[src/rtl/sdram_port_arbiter_if.sv]
// SDRAM command/response channel between the port arbiter (master) and the SDRAM controller (slave).
interface sdram_port_arbiter_if #(
    parameter int unsigned ADDR_W = 25,
    parameter int unsigned DATA_W = 32
);
    logic [ADDR_W-1:0] sdram_addr;
    logic [DATA_W-1:0] sdram_wdata;
    logic              sdram_we;
    logic              sdram_re;
    logic              sdram_ready;
    logic [DATA_W-1:0] sdram_rdata;
    logic              sdram_rvalid;

    modport master (
        output sdram_addr, sdram_wdata, sdram_we, sdram_re,
        input  sdram_ready, sdram_rdata, sdram_rvalid
    );

    modport slave (
        input  sdram_addr, sdram_wdata, sdram_we, sdram_re,
        output sdram_ready, sdram_rdata, sdram_rvalid
    );
endinterface

[src/rtl/sdram_port_arbiter.sv]
// Shares one SDRAM command port between the scene loader write FIFO and NUM_RD round-robin readers.
// Define SCENE_LOAD_LOCK_EN to hold off all reads until the scene load has drained (LOAD -> RUN FSM).
module sdram_port_arbiter #(
    parameter int unsigned NUM_RD      = 4,
    parameter int unsigned ADDR_W      = 25,
    parameter int unsigned DATA_W      = 32,
    parameter int unsigned WFIFO_DEPTH = 8,
    parameter int unsigned MAX_OUTST   = 8
) (
    input  logic                     clk,
    input  logic                     rst,
    input  logic [ADDR_W-1:0]        sl_addr,
    input  logic [DATA_W-1:0]        sl_io,
    input  logic                     sl_we,
    input  logic                     sl_done,
    input  logic [NUM_RD-1:0]        rd_req,
    input  logic [NUM_RD*ADDR_W-1:0] rd_addr,
    output logic [NUM_RD-1:0]        rd_gnt,
    output logic [DATA_W-1:0]        rd_data,
    output logic [NUM_RD-1:0]        rd_data_valid,
    sdram_port_arbiter_if.master     sdram,
    output logic                     wfifo_overflow,
    output logic                     rsp_err
);
    localparam int unsigned IDX_W = (NUM_RD > 1) ? $clog2(NUM_RD) : 1;
    localparam int unsigned WP_W  = $clog2(WFIFO_DEPTH);
    localparam int unsigned OP_W  = $clog2(MAX_OUTST);

    // Command register
    logic              r_cmd_we;
    logic              r_cmd_re;
    logic [ADDR_W-1:0] r_cmd_addr;
    logic [DATA_W-1:0] r_cmd_wdata;
    logic [IDX_W-1:0]  r_cmd_id;

    // Write FIFO
    logic [ADDR_W+DATA_W-1:0] r_wf_mem [WFIFO_DEPTH];
    logic [WP_W-1:0]          r_wf_wptr;
    logic [WP_W-1:0]          r_wf_rptr;
    logic [WP_W:0]            r_wf_cnt;

    // ID FIFO
    logic [IDX_W-1:0] r_id_mem [MAX_OUTST];
    logic [OP_W-1:0]  r_id_wptr;
    logic [OP_W-1:0]  r_id_rptr;
    logic [OP_W:0]    r_id_cnt;

    logic [IDX_W-1:0]  r_rr_ptr;
    logic [DATA_W-1:0] r_rd_data;
    logic [NUM_RD-1:0] r_rd_valid;
    logic              r_ovf;
    logic              r_rsp_err;

    logic              w_acc_we;
    logic              w_acc_re;
    logic              w_cmd_free;
    logic              w_wf_empty;
    logic              w_wf_full;
    logic [WP_W:0]     w_wf_occ;
    logic              w_wf_push;
    logic              w_wf_pop;
    logic              w_id_pop;
    logic [OP_W:0]     w_id_next;
    logic              w_run;
    logic              w_rd_ok;
    logic [IDX_W-1:0]  w_rr_start;
    logic [NUM_RD-1:0] w_gnt;
    logic [NUM_RD-1:0] w_elig;
    logic [NUM_RD-1:0] w_rsp_vec;
    logic              w_found;
    logic [IDX_W-1:0]  w_sel;
    logic [ADDR_W-1:0] w_sel_addr;
    int unsigned       w_dist;
    int unsigned       w_best;

    function automatic logic [IDX_W-1:0] f_inc(input logic [IDX_W-1:0] v);
        return (32'(v) == NUM_RD - 1) ? '0 : v + 1'b1;
    endfunction

`ifdef SCENE_LOAD_LOCK_EN
    typedef enum logic {ST_LOAD, ST_RUN} state_t;
    state_t r_state;

    always_ff @(posedge clk or negedge rst) begin
        if (!rst) begin
            r_state <= ST_LOAD;
        end else begin
            case (r_state)
                ST_LOAD: if (sl_done && w_wf_empty && !r_cmd_we) r_state <= ST_RUN;
                ST_RUN:  r_state <= ST_RUN;
                default: r_state <= ST_LOAD;
            endcase
        end
    end

    assign w_run = (r_state == ST_RUN);
`else
    logic w_unused_sl_done;
    assign w_unused_sl_done = sl_done;
    assign w_run            = 1'b1;
`endif

    assign w_acc_we   = r_cmd_we & sdram.sdram_ready;
    assign w_acc_re   = r_cmd_re & sdram.sdram_ready;
    assign w_cmd_free = ~(r_cmd_we | r_cmd_re) | w_acc_we | w_acc_re;

    // The write held in the command register still occupies a FIFO slot until accepted.
    assign w_wf_empty = (r_wf_cnt == '0);
    assign w_wf_occ   = r_wf_cnt + (WP_W+1)'(r_cmd_we);
    assign w_wf_full  = (w_wf_occ == (WP_W+1)'(WFIFO_DEPTH));
    assign w_wf_push  = sl_we & (~w_wf_full | w_acc_we);
    assign w_wf_pop   = w_cmd_free & ~w_wf_empty;

    assign w_id_pop   = sdram.sdram_rvalid & (r_id_cnt != '0);
    assign w_id_next  = r_id_cnt + (OP_W+1)'(w_acc_re) - (OP_W+1)'(w_id_pop);
    assign w_rd_ok    = w_run & (w_id_next < (OP_W+1)'(MAX_OUTST));
    assign w_rr_start = w_acc_re ? f_inc(r_cmd_id) : r_rr_ptr;

    always_comb begin
        w_gnt     = '0;
        w_rsp_vec = '0;
        for (int unsigned i = 0; i < NUM_RD; i++) begin
            w_gnt[i]     = w_acc_re & (r_cmd_id == IDX_W'(i));
            w_rsp_vec[i] = w_id_pop & (r_id_mem[r_id_rptr] == IDX_W'(i));
        end
    end

    // The requester being granted this cycle still shows rd_req high; mask it from the next pick.
    assign w_elig = rd_req & ~w_gnt & {NUM_RD{w_rd_ok}};

    always_comb begin
        w_found    = 1'b0;
        w_sel      = '0;
        w_sel_addr = '0;
        w_best     = NUM_RD;
        w_dist     = 0;
        for (int unsigned i = 0; i < NUM_RD; i++) begin
            w_dist = (i + NUM_RD - 32'(w_rr_start)) % NUM_RD;
            if (w_elig[i] && (w_dist < w_best)) begin
                w_best     = w_dist;
                w_found    = 1'b1;
                w_sel      = IDX_W'(i);
                w_sel_addr = rd_addr[i*ADDR_W +: ADDR_W];
            end
        end
    end

    always_ff @(posedge clk or negedge rst) begin
        if (!rst) begin
            r_cmd_we    <= 1'b0;
            r_cmd_re    <= 1'b0;
            r_cmd_addr  <= '0;
            r_cmd_wdata <= '0;
            r_cmd_id    <= '0;
            r_wf_wptr   <= '0;
            r_wf_rptr   <= '0;
            r_wf_cnt    <= '0;
            r_id_wptr   <= '0;
            r_id_rptr   <= '0;
            r_id_cnt    <= '0;
            r_rr_ptr    <= '0;
            r_rd_data   <= '0;
            r_rd_valid  <= '0;
            r_ovf       <= 1'b0;
            r_rsp_err   <= 1'b0;
        end else begin
            if (w_cmd_free) begin
                if (!w_wf_empty) begin
                    r_cmd_we                  <= 1'b1;
                    r_cmd_re                  <= 1'b0;
                    {r_cmd_addr, r_cmd_wdata} <= r_wf_mem[r_wf_rptr];
                end else if (w_found) begin
                    r_cmd_we   <= 1'b0;
                    r_cmd_re   <= 1'b1;
                    r_cmd_addr <= w_sel_addr;
                    r_cmd_id   <= w_sel;
                end else begin
                    r_cmd_we <= 1'b0;
                    r_cmd_re <= 1'b0;
                end
            end
            if (w_wf_push) r_wf_wptr <= r_wf_wptr + 1'b1;
            if (w_wf_pop)  r_wf_rptr <= r_wf_rptr + 1'b1;
            r_wf_cnt <= r_wf_cnt + (WP_W+1)'(w_wf_push) - (WP_W+1)'(w_wf_pop);
            if (sl_we && !w_wf_push) r_ovf <= 1'b1;

            if (w_acc_re) begin
                r_id_wptr <= r_id_wptr + 1'b1;
                r_rr_ptr  <= f_inc(r_cmd_id);
            end
            if (w_id_pop) r_id_rptr <= r_id_rptr + 1'b1;
            r_id_cnt   <= w_id_next;
            r_rd_valid <= w_rsp_vec;
            if (sdram.sdram_rvalid) r_rd_data <= sdram.sdram_rdata;
            if (sdram.sdram_rvalid && !w_id_pop) r_rsp_err <= 1'b1;
        end
    end

    always_ff @(posedge clk) begin
        if (w_wf_push) r_wf_mem[r_wf_wptr] <= {sl_addr, sl_io};
        if (w_acc_re)  r_id_mem[r_id_wptr] <= r_cmd_id;
    end

    assign sdram.sdram_addr  = r_cmd_addr;
    assign sdram.sdram_wdata = r_cmd_wdata;
    assign sdram.sdram_we    = r_cmd_we;
    assign sdram.sdram_re    = r_cmd_re;
    assign rd_gnt            = w_gnt;
    assign rd_data           = r_rd_data;
    assign rd_data_valid     = r_rd_valid;
    assign wfifo_overflow    = r_ovf;
    assign rsp_err           = r_rsp_err;
endmodule

[src/flat_wrapper.sv]
// flat-port wrapper written by rule: the top's interface ports become plain ports
module sdram_port_arbiter_flat 
#(
    parameter int unsigned NUM_RD      = 4,
    parameter int unsigned ADDR_W      = 25,
    parameter int unsigned DATA_W      = 32,
    parameter int unsigned WFIFO_DEPTH = 8,
    parameter int unsigned MAX_OUTST   = 8
)
  (clk, rst, sl_addr, sl_io, sl_we, sl_done, rd_req, rd_addr, rd_gnt, rd_data, rd_data_valid, wfifo_overflow, rsp_err, sdram_sdram_addr, sdram_sdram_wdata, sdram_sdram_we, sdram_sdram_re, sdram_sdram_ready, sdram_sdram_rdata, sdram_sdram_rvalid);
  sdram_port_arbiter_if #(.ADDR_W(ADDR_W), .DATA_W(DATA_W)) sdram_i ();
  input  logic clk;
  input  logic rst;
  input  logic [ADDR_W-1:0] sl_addr;
  input  logic [DATA_W-1:0] sl_io;
  input  logic sl_we;
  input  logic sl_done;
  input  logic [NUM_RD-1:0] rd_req;
  input  logic [NUM_RD*ADDR_W-1:0] rd_addr;
  output logic [NUM_RD-1:0] rd_gnt;
  output logic [DATA_W-1:0] rd_data;
  output logic [NUM_RD-1:0] rd_data_valid;
  output logic wfifo_overflow;
  output logic rsp_err;
  output wire logic [$bits(sdram_i.sdram_addr)-1:0] sdram_sdram_addr;
  output wire logic [$bits(sdram_i.sdram_wdata)-1:0] sdram_sdram_wdata;
  output wire logic [$bits(sdram_i.sdram_we)-1:0] sdram_sdram_we;
  output wire logic [$bits(sdram_i.sdram_re)-1:0] sdram_sdram_re;
  input wire logic [$bits(sdram_i.sdram_ready)-1:0] sdram_sdram_ready;
  input wire logic [$bits(sdram_i.sdram_rdata)-1:0] sdram_sdram_rdata;
  input wire logic [$bits(sdram_i.sdram_rvalid)-1:0] sdram_sdram_rvalid;
  assign sdram_sdram_addr = sdram_i.sdram_addr;
  assign sdram_sdram_wdata = sdram_i.sdram_wdata;
  assign sdram_sdram_we = sdram_i.sdram_we;
  assign sdram_sdram_re = sdram_i.sdram_re;
  assign sdram_i.sdram_ready = sdram_sdram_ready;
  assign sdram_i.sdram_rdata = sdram_sdram_rdata;
  assign sdram_i.sdram_rvalid = sdram_sdram_rvalid;
  sdram_port_arbiter #(.NUM_RD(NUM_RD), .ADDR_W(ADDR_W), .DATA_W(DATA_W), .WFIFO_DEPTH(WFIFO_DEPTH), .MAX_OUTST(MAX_OUTST)) u_core (.clk(clk), .rst(rst), .sl_addr(sl_addr), .sl_io(sl_io), .sl_we(sl_we), .sl_done(sl_done), .rd_req(rd_req), .rd_addr(rd_addr), .rd_gnt(rd_gnt), .rd_data(rd_data), .rd_data_valid(rd_data_valid), .sdram(sdram_i), .wfifo_overflow(wfifo_overflow), .rsp_err(rsp_err));
endmodule
[config.mk]
export PLATFORM = sky130hd
export DESIGN_NAME = sdram_port_arbiter_flat
export DESIGN_NICKNAME = d
export VERILOG_FILES = /design/src/rtl/sdram_port_arbiter_if.sv /design/src/rtl/sdram_port_arbiter.sv /design/src/flat_wrapper.sv
export SDC_FILE = /design/constraint.sdc
export NUM_CORES = 1
export LEC_CHECK = 0
export ABC_AREA = 1
export CAP_MARGIN = 10
export CORE_ASPECT_RATIO = 2
export CORE_UTILIZATION = 31
export CTS_CLUSTER_SIZE = 40
export DETAILED_ROUTE_END_ITERATION = 10
export GPL_TIMING_DRIVEN = 0
export PLACE_DENSITY_LB_ADDON = 0.2
export SLEW_MARGIN = 20
export SYNTH_ARGS = -nofsm -noshare
export SYNTH_HDL_FRONTEND = slang
export SYNTH_SLANG_ARGS = --single-unit
[constraint.sdc]
create_clock -name clk -period 4.2 [get_ports clk]
set_input_delay 1.26 -clock clk [delete_from_list [all_inputs] [get_ports clk]]
set_output_delay 1.26 -clock clk [all_outputs]
set_load 0.005 [all_outputs]
=== Word level (Yosys, flattened, before mapping) ===
Memories as Yosys holds them, arrays and structs flattened.
Cells that the tools add are included.

* Add/sub/neg operators: 14
* Bitwise gates (word level): 23
* Equal/unequal tests: 8
* Muxes and demuxes: 25
* Reduce and logical (&&, ||, !) cells: 15
* $lt $le $gt $ge: 5

{| class="wikitable"
|+ Operators with widths
! kind !! number
|-
| $mux 25 || 6
|-
| $and 1x1->1 || 13
|-
| $add 3x1->3 const B || 4
|-
| $add 4x1->4 || 3
|-
| $mux 1 || 12
|-
| $lt 2x3->1 || 3
|-
| $mux 3 || 3
|-
| $and 4x4->4 || 2
|-
| $eq 2x2->1 const B || 4
|-
| $mux 2 || 4
|-
| $sub 4x1->4 || 2
|-
| $logic_and 1x1->1 || 6
|-
| $eq 2x1->1 const B || 2
|-
| $eq 4x4->1 const B || 1
|-
| $logic_not 2->1 || 2
|-
| $logic_not 4->1 || 1
|-
| $lt 4x4->1 const B || 1
|-
| $not 4->4 || 1
|-
| $or 1x1->1 || 4
|-
| $reduce_and 2->1 || 2
|-
| $reduce_bool 4->1 || 1
|-
| $sub 1x2->2 const A || 2
|-
| $sub 2x2->2 const A || 2
|-
| $lt 2x3->1 const B || 1
|-
| 5 further kinds || 8
|}

* Memories: 2
* Bits in registers: 121
* Output and inout port bits: 101
* Memory bits (writable): 472
* Logic and storage cells: 108

{| class="wikitable"
|+ Memories
! name !! depth !! width !! read ports !! clocked after Yosys merged registers in !! wr ports !! line !! text
|-
| u_core.r_wf_mem || 8 || 57 || 1 || 0 || 1 || sdram_port_arbiter.sv:37 || <nowiki>logic [ADDR_W+DATA_W-1:0] r_wf_mem [WFIFO_DEPTH];</nowiki>
|-
| u_core.r_id_mem || 8 || 2 || 1 || 0 || 1 || sdram_port_arbiter.sv:43 || <nowiki>logic [IDX_W-1:0] r_id_mem [MAX_OUTST];</nowiki>
|}

=== Logic depth before layout (Yosys ltp) ===
* Depth after elaboration: 18
* Mapped depth: 32

=== Worst setup path before layout ===
No wires, ideal clock.

* Kind: input to register
* Start: in sdram_sdram_rvalid
* End: reg u_core.r_cmd_addr[3], in the netlist u_core.sdram.sdram_addr[3]
* Path slack: -0.759 ns
* Stages on the path: 30
* Data arrival time: 4.882 ns
* Buffers on the path: 3
* Data required time: 4.123 ns
* Cell sequence: clkbuf_1 -> nand2_1 -> inv_1 -> ha_1 -> inv_1 -> ha_1 -> nand2_1 -> nand2_1 -> nand3_1 -> nand2_1 -> nand2_1 -> clkinv_1 -> clkbuf_1 -> a21oi_1 -> o21ai_0 -> ha_1 -> inv_1 -> nor2_1 -> nand2_1 -> nand3_2 -> nand2_1 -> o21ai_0 -> ha_1 -> and2_1 -> nand2_4 -> nand3_4 -> buf_6 -> nand2_1 -> nand3_1 -> a21oi_1

* Cells in the longest elaborated chain, start to end: 17
* Elaborated cells on any way between the ends: 26
* Classes of those cells: 1 x add/sub; 4 x order compare; 1 x eq/ne; 13 x mux; 2 x bitwise; 5 x reduce/logical

{| class="wikitable"
|+ RTL lines
! what !! line !! text
|-
| start: declaration || flat_wrapper.sv:31 || <nowiki>input wire logic [$bits(sdram_i.sdram_rvalid)-1:0] sdram_sdram_rvalid;</nowiki>
|-
| $and 1x1->1 * || sdram_port_arbiter.sv:114 || <nowiki>assign w_id_pop = sdram.sdram_rvalid & (r_id_cnt != '0);</nowiki>
|-
| named net u_core.w_id_pop || sdram_port_arbiter.sv:62 || <nowiki>logic w_id_pop;</nowiki>
|-
| $sub 4x1->4 * || sdram_port_arbiter.sv:115 || <nowiki>assign w_id_next = r_id_cnt + (OP_W+1)'(w_acc_re) - (OP_W+1)'(w_id_pop);</nowiki>
|-
| $lt 4x4->1 * || sdram_port_arbiter.sv:116 || <nowiki>assign w_rd_ok = w_run & (w_id_next < (OP_W+1)'(MAX_OUTST));</nowiki>
|-
| $and 4x4->4 * || sdram_port_arbiter.sv:129 || <nowiki>assign w_elig = rd_req & ~w_gnt & {NUM_RD{w_rd_ok}};</nowiki>
|-
| $logic_and 1x1->1 || sdram_port_arbiter.sv:139 || <nowiki>if (w_elig[i] && (w_dist < w_best)) begin</nowiki>
|-
| $mux 3 || sdram_port_arbiter.sv:139 ||
|-
| $lt 2x3->1 || sdram_port_arbiter.sv:139 ||
|-
| [... 2 more ...] || - ||
|-
| $lt 2x3->1 || sdram_port_arbiter.sv:139 ||
|-
| $logic_and 1x1->1 || sdram_port_arbiter.sv:139 ||
|-
| $mux 3 || sdram_port_arbiter.sv:139 ||
|-
| $lt 2x3->1 || sdram_port_arbiter.sv:139 ||
|-
| $logic_and 1x1->1 || sdram_port_arbiter.sv:139 ||
|-
| $mux 1 or $mux 25 (tied branches) || sdram_port_arbiter.sv:139 ||
|-
| $ne 2x2->1 (no line) or $mux 25 (tied branches) || - ||
|-
| $reduce_and 2->1 (no line) or $mux 25 (tied branches) || - ||
|-
| end signal: assignment || sdram_port_arbiter.sv:171 || <nowiki>{r_cmd_addr, r_cmd_wdata} <= r_wf_mem[r_wf_rptr];</nowiki>
|-
| end signal: assignment || sdram_port_arbiter.sv:175 || <nowiki>r_cmd_addr <= w_sel_addr;</nowiki>
|-
| end: declaration || sdram_port_arbiter.sv:32 || <nowiki>logic [ADDR_W-1:0] r_cmd_addr;</nowiki>
|}

Mark *: on every way through the listed nets, which the timed path passes. The rest lies on a longest branch. The select of a mux whose other input is x is not followed.
A chain may end at the register's enable or synchronous reset.

=== Worst setup path after layout ===
* Start: in sdram_sdram_rvalid
* End: reg u_core.r_cmd_addr[16], in the netlist u_core.sdram.sdram_addr[16]

Same word-level chain as after synthesis.

==> results.toml <==
[finish]
layout_commonest_cell = "sky130_fd_sc_hd__edfxtp_1"
most-common-layout-cells = "sky130_fd_sc_hd__edfxtp_1, sky130_fd_sc_hd__nor2_1, sky130_fd_sc_hd__o21ai_0, sky130_fd_sc_hd__clkdlybuf4s50_1, sky130_fd_sc_hd__nand2_1"
postLayoutCellArea_um2 = 31900
multi_input_comb_area_um2 = 6620
final-seq-area_um2 = 17200
nFillCells = 7456
post_route_cells_drive_above_1_share_pct = 9.70
area_growth_syn_to_layout_pct = 30.2
final_net_count = 2755

[floorplanning]
start_util_pct = 31.3
core_rows = 145
die_height_um = 399
die_width_um = 201
coreArea_um2 = 78200
die_area_um2 = 80200
io_pins = 300

[hold_path]
min_path_type = "reg -> reg"
worstHoldStart = "u_core.rd_data[19]"
timing.hold.worst_endpoint = "u_core.rd_data[19]"
holdPathStages = 2

[worst_setup_path]
rr_endpoint = "u_core.sdram.sdram_addr[16]"
cp_slowest_cell = "sky130_fd_sc_hd__ha_1"
critical-path-top-delay-family = "simple AND/OR/NAND/NOR gates"
critical_path.endpoint_type = "register"
worstPathBufferInverterCount = 6
setup.worst_path.start_class = "input pin"
maximum_net_fanout_on_the_critical_path = 7
cells_on_worst_reg2reg_path = 30
critPathKind = "in -> reg"
slowest_delay_ns = 0.29
worst_ep_arrival_time_ns = 4.60
critPathRequiredTime_ns = 4.77
r2r-start = "u_core.r_id_cnt[3]"
critPathMostFrequentCell = "sky130_fd_sc_hd__nand2_1"
timing.reg2reg.setup_slack_ns = 0.22

[sta]
timing.slew.headroom_pct = 33.3
fin_crit_ns = 4.03
setup_violations = 0
final_tns_setup_ns = 0
achievable_clock_frequency_mhz = 248
report.final.slew_viol_count = 0
pin_slew_with_the_least_headroom_to_its_limit_ns = 1.00
fin_ws_ns = 0.175
report.final.hold_viol_count = 0
fin_worst_skew_ns = 0.0121
period_share_pct = 95.8

[clock_network]
postCtsHoldBufs = 0
clk_latency_ns = 0.64
clkSlewWorstSetupHoldPaths_ns = 0.07
cts_sinks = 593
numCtsBuffers = 53
clockBufferDepth = 3
cts_max_level = 2
cts-root-buf = "sky130_fd_sc_hd__clkbuf_16"
clock_tree_from_tritoncts = "done"

[global_routing]
global_route_wire_length_before_repair_um = 123000
grt_use_total_pct = 20.8
global_route.overflow_total = 0
vias_in_the_first_global_route = 18986
antenna_found_initial = 11
grt_start_max_net_pins = 82

[route]
post_drt_wl_per_cell_um = 23.2
totalWireLength_um = 83700
drtAntennaViolNets = 0
drt_first_pass_iters = 8
routed-via-count = 18190
routedLengthMet1_um = 29600
top_signal_layer_used = "met5"
detailedRoute.firstIterationViolations = 1279
detailroute.wirelength.met3_um = 5430
met2_wirelength_um = 44800
remaining_drc_errors = 0
drt-vias-per-instance = 5.04

[placed_design]
dpl_cell_area_um2 = 29600
gp_routability_congestion = 0.911
detailedPlacementHpwl_um = 60300
place_worst_setup_slack_ns = -1.39
place.port_buffers = 297

[pwr]
power_density_cells_nw_per_um2 = 764
ir_drop_mv = 0.370
leakage_power_nw = 11.4

[run]
timing.max_cap.violations = 0

[synth]
postSynthAreaPerCell_um2 = 11.5
mappedNetlistNets = 2354
synth_cells = 2130
synth_cell_type_count = 43
synth_seq_cells = 593
synth.yosys.warnings = 0
synth_sequential_area_ratio_pct = 70.3
syn_area_um2 = 24500

[run_status]
run_status = "finished, final reports clean"
## state kept, by name, summed over array words and instances (netlist names)
name	flops
u_core.r_wf_wptr	3
u_core.sdram.sdram_addr	25
u_core.rsp_err	1
u_core.r_cmd_id	2
u_core.sdram.sdram_wdata	32
u_core.wfifo_overflow	1
u_core.rd_data_valid	4
u_core.r_wf_cnt	4
u_core.rd_data	32
u_core.r_id_cnt	4
u_core.sdram.sdram_we	1
u_core.sdram.sdram_re	1
u_core.r_wf_mem	456
u_core.r_id_rptr	3
u_core.r_rr_ptr	2
u_core.r_id_wptr	3
u_core.r_wf_rptr	3
u_core.r_id_mem	16
## worst max-delay path by stage
stage | from | to | cells past startpoint
6_report | sdram_sdram_rvalid | u_core.sdram.sdram_addr[16] | 28
5_1_grt | sdram_sdram_rvalid | u_core.sdram.sdram_addr[11] | 29
4_1_cts | sdram_sdram_rvalid | u_core.sdram.sdram_addr[11] | 30
3_5_place_dp | sdram_sdram_ready | u_core.sdram.sdram_addr[11] | 25
3_3_place_gp | sdram_sdram_ready | u_core.r_wf_mem[0][20] | 6
2_1_floorplan | sdram_sdram_ready | u_core.r_wf_mem[0][0] | 5
## kinds of logic after synthesis
group,after synthesis,synth area share [%]
XOR/XNOR,10,0.358
adder cells (fa/ha/maj),25,1.34
buffers and inverters,241,3.87
AND/OR/NAND/NOR,764,12.5
flip-flops,593,70.3
AO/OA/AOI/OAI,497,11.6
## layer usage
layer  GRT usage, %  vias up
met3           4.12      207
met5              0        -
met2           40.0      776
met4           9.76       14
met1           21.2     8857
li1               -     8336
## timing repair
| action | CTS | global route |
|---|---|---|
| setup endpoints to repair | 33 | 27 |
| setup buffers | 14 | 8 |
| gates resized for setup | 32 | 23 |
| gates cloned | 2 | 0 |
| pin swaps | 6 | 13 |
## cell type report
class	instances	share of cell area, %
Sequential cell	593	54.0
Multi-Input combinational cell	1296	20.8
Timing Repair Buffer	348	12.1
Clock buffer	63	4.37
Tap cell	1029	4.04
Buffer	128	1.77
Clock inverter	37	1.63
Inverter	111	1.38
Antenna cell	2	0.0157
## tightest hold or removal path: cells and delay by family (launching register included)
| family | cells | cell delay, ns |
|---|---|---|
| flops | 1 | 0.34 |
| simple gates | 2 | 0.10 |
## stage by stage
step,hold slack (ns),power [mW],std cells,utilization (%)
floorplan,0.465,13.8,2130,-
global placement,0.456,18.1,3456,36.9
detailed placement,0.459,18.5,3483,37.8
CTS,0.475,24.5,3598,40.6
global route,0.505,25.8,3607,40.8
finish,0.471,24.3,3607,40.8
## synthesized netlist by cell type
cell / count / share of area [%]
sky130_fd_sc_hd__nor2_1: 369 / 5.7
sky130_fd_sc_hd__buf_4: 2 / 0.061
sky130_fd_sc_hd__nand3_4: 1 / 0.072
sky130_fd_sc_hd__dfrtp_1: 121 / 12
sky130_fd_sc_hd__edfxtp_1: 472 / 58
sky130_fd_sc_hd__or2_2: 2 / 0.051
sky130_fd_sc_hd__or2_1: 1 / 0.026
sky130_fd_sc_hd__o211ai_1: 15 / 0.46
sky130_fd_sc_hd__nand2_1: 301 / 4.6
sky130_fd_sc_hd__inv_4: 1 / 0.026
sky130_fd_sc_hd__a22oi_1: 1 / 0.031
sky130_fd_sc_hd__buf_6: 2 / 0.092
sky130_fd_sc_hd__clkbuf_1: 110 / 1.7
sky130_fd_sc_hd__o21ai_2: 4 / 0.14
sky130_fd_sc_hd__fa_1: 2 / 0.16
sky130_fd_sc_hd__ha_1: 23 / 1.2
sky130_fd_sc_hd__clkinv_1: 11 / 0.17
sky130_fd_sc_hd__xor2_1: 7 / 0.25
sky130_fd_sc_hd__clkbuf_2: 1 / 0.020
sky130_fd_sc_hd__a21oi_1: 29 / 0.59
sky130_fd_sc_hd__nand3_1: 49 / 1.0
sky130_fd_sc_hd__a31oi_1: 25 / 0.64
sky130_fd_sc_hd__nand2_2: 9 / 0.23
sky130_fd_sc_hd__nand3_2: 1 / 0.041
sky130_fd_sc_hd__xnor2_1: 3 / 0.11
sky130_fd_sc_hd__inv_2: 18 / 0.28
sky130_fd_sc_hd__nor2_2: 1 / 0.026
sky130_fd_sc_hd__o21bai_4: 1 / 0.077
sky130_fd_sc_hd__nand2_4: 2 / 0.092
sky130_fd_sc_hd__nor2_4: 1 / 0.046
sky130_fd_sc_hd__o21ai_0: 304 / 6.2
sky130_fd_sc_hd__buf_1: 2 / 0.031
sky130_fd_sc_hd__inv_1: 81 / 1.2
sky130_fd_sc_hd__o22ai_1: 44 / 1.1
sky130_fd_sc_hd__a211oi_1: 1 / 0.031
sky130_fd_sc_hd__nand4_1: 26 / 0.66
sky130_fd_sc_hd__and2_1: 1 / 0.026
sky130_fd_sc_hd__o21bai_1: 2 / 0.061
sky130_fd_sc_hd__o221ai_1: 49 / 1.8
sky130_fd_sc_hd__o2111ai_1: 1 / 0.036
sky130_fd_sc_hd__buf_2: 13 / 0.27
sky130_fd_sc_hd__o21ai_4: 1 / 0.066
sky130_fd_sc_hd__o21ai_1: 20 / 0.41
## power by group
| part | internal, mW | total, mW | switching, mW |
|---|---|---|---|
| registers | 7.57 | 8.01 | 0.436 |
| clock network | 3.03 | 5.35 | 2.33 |
| logic | 3.90 | 11.0 | 7.07 |
Power figures use the tool's default switching activity.
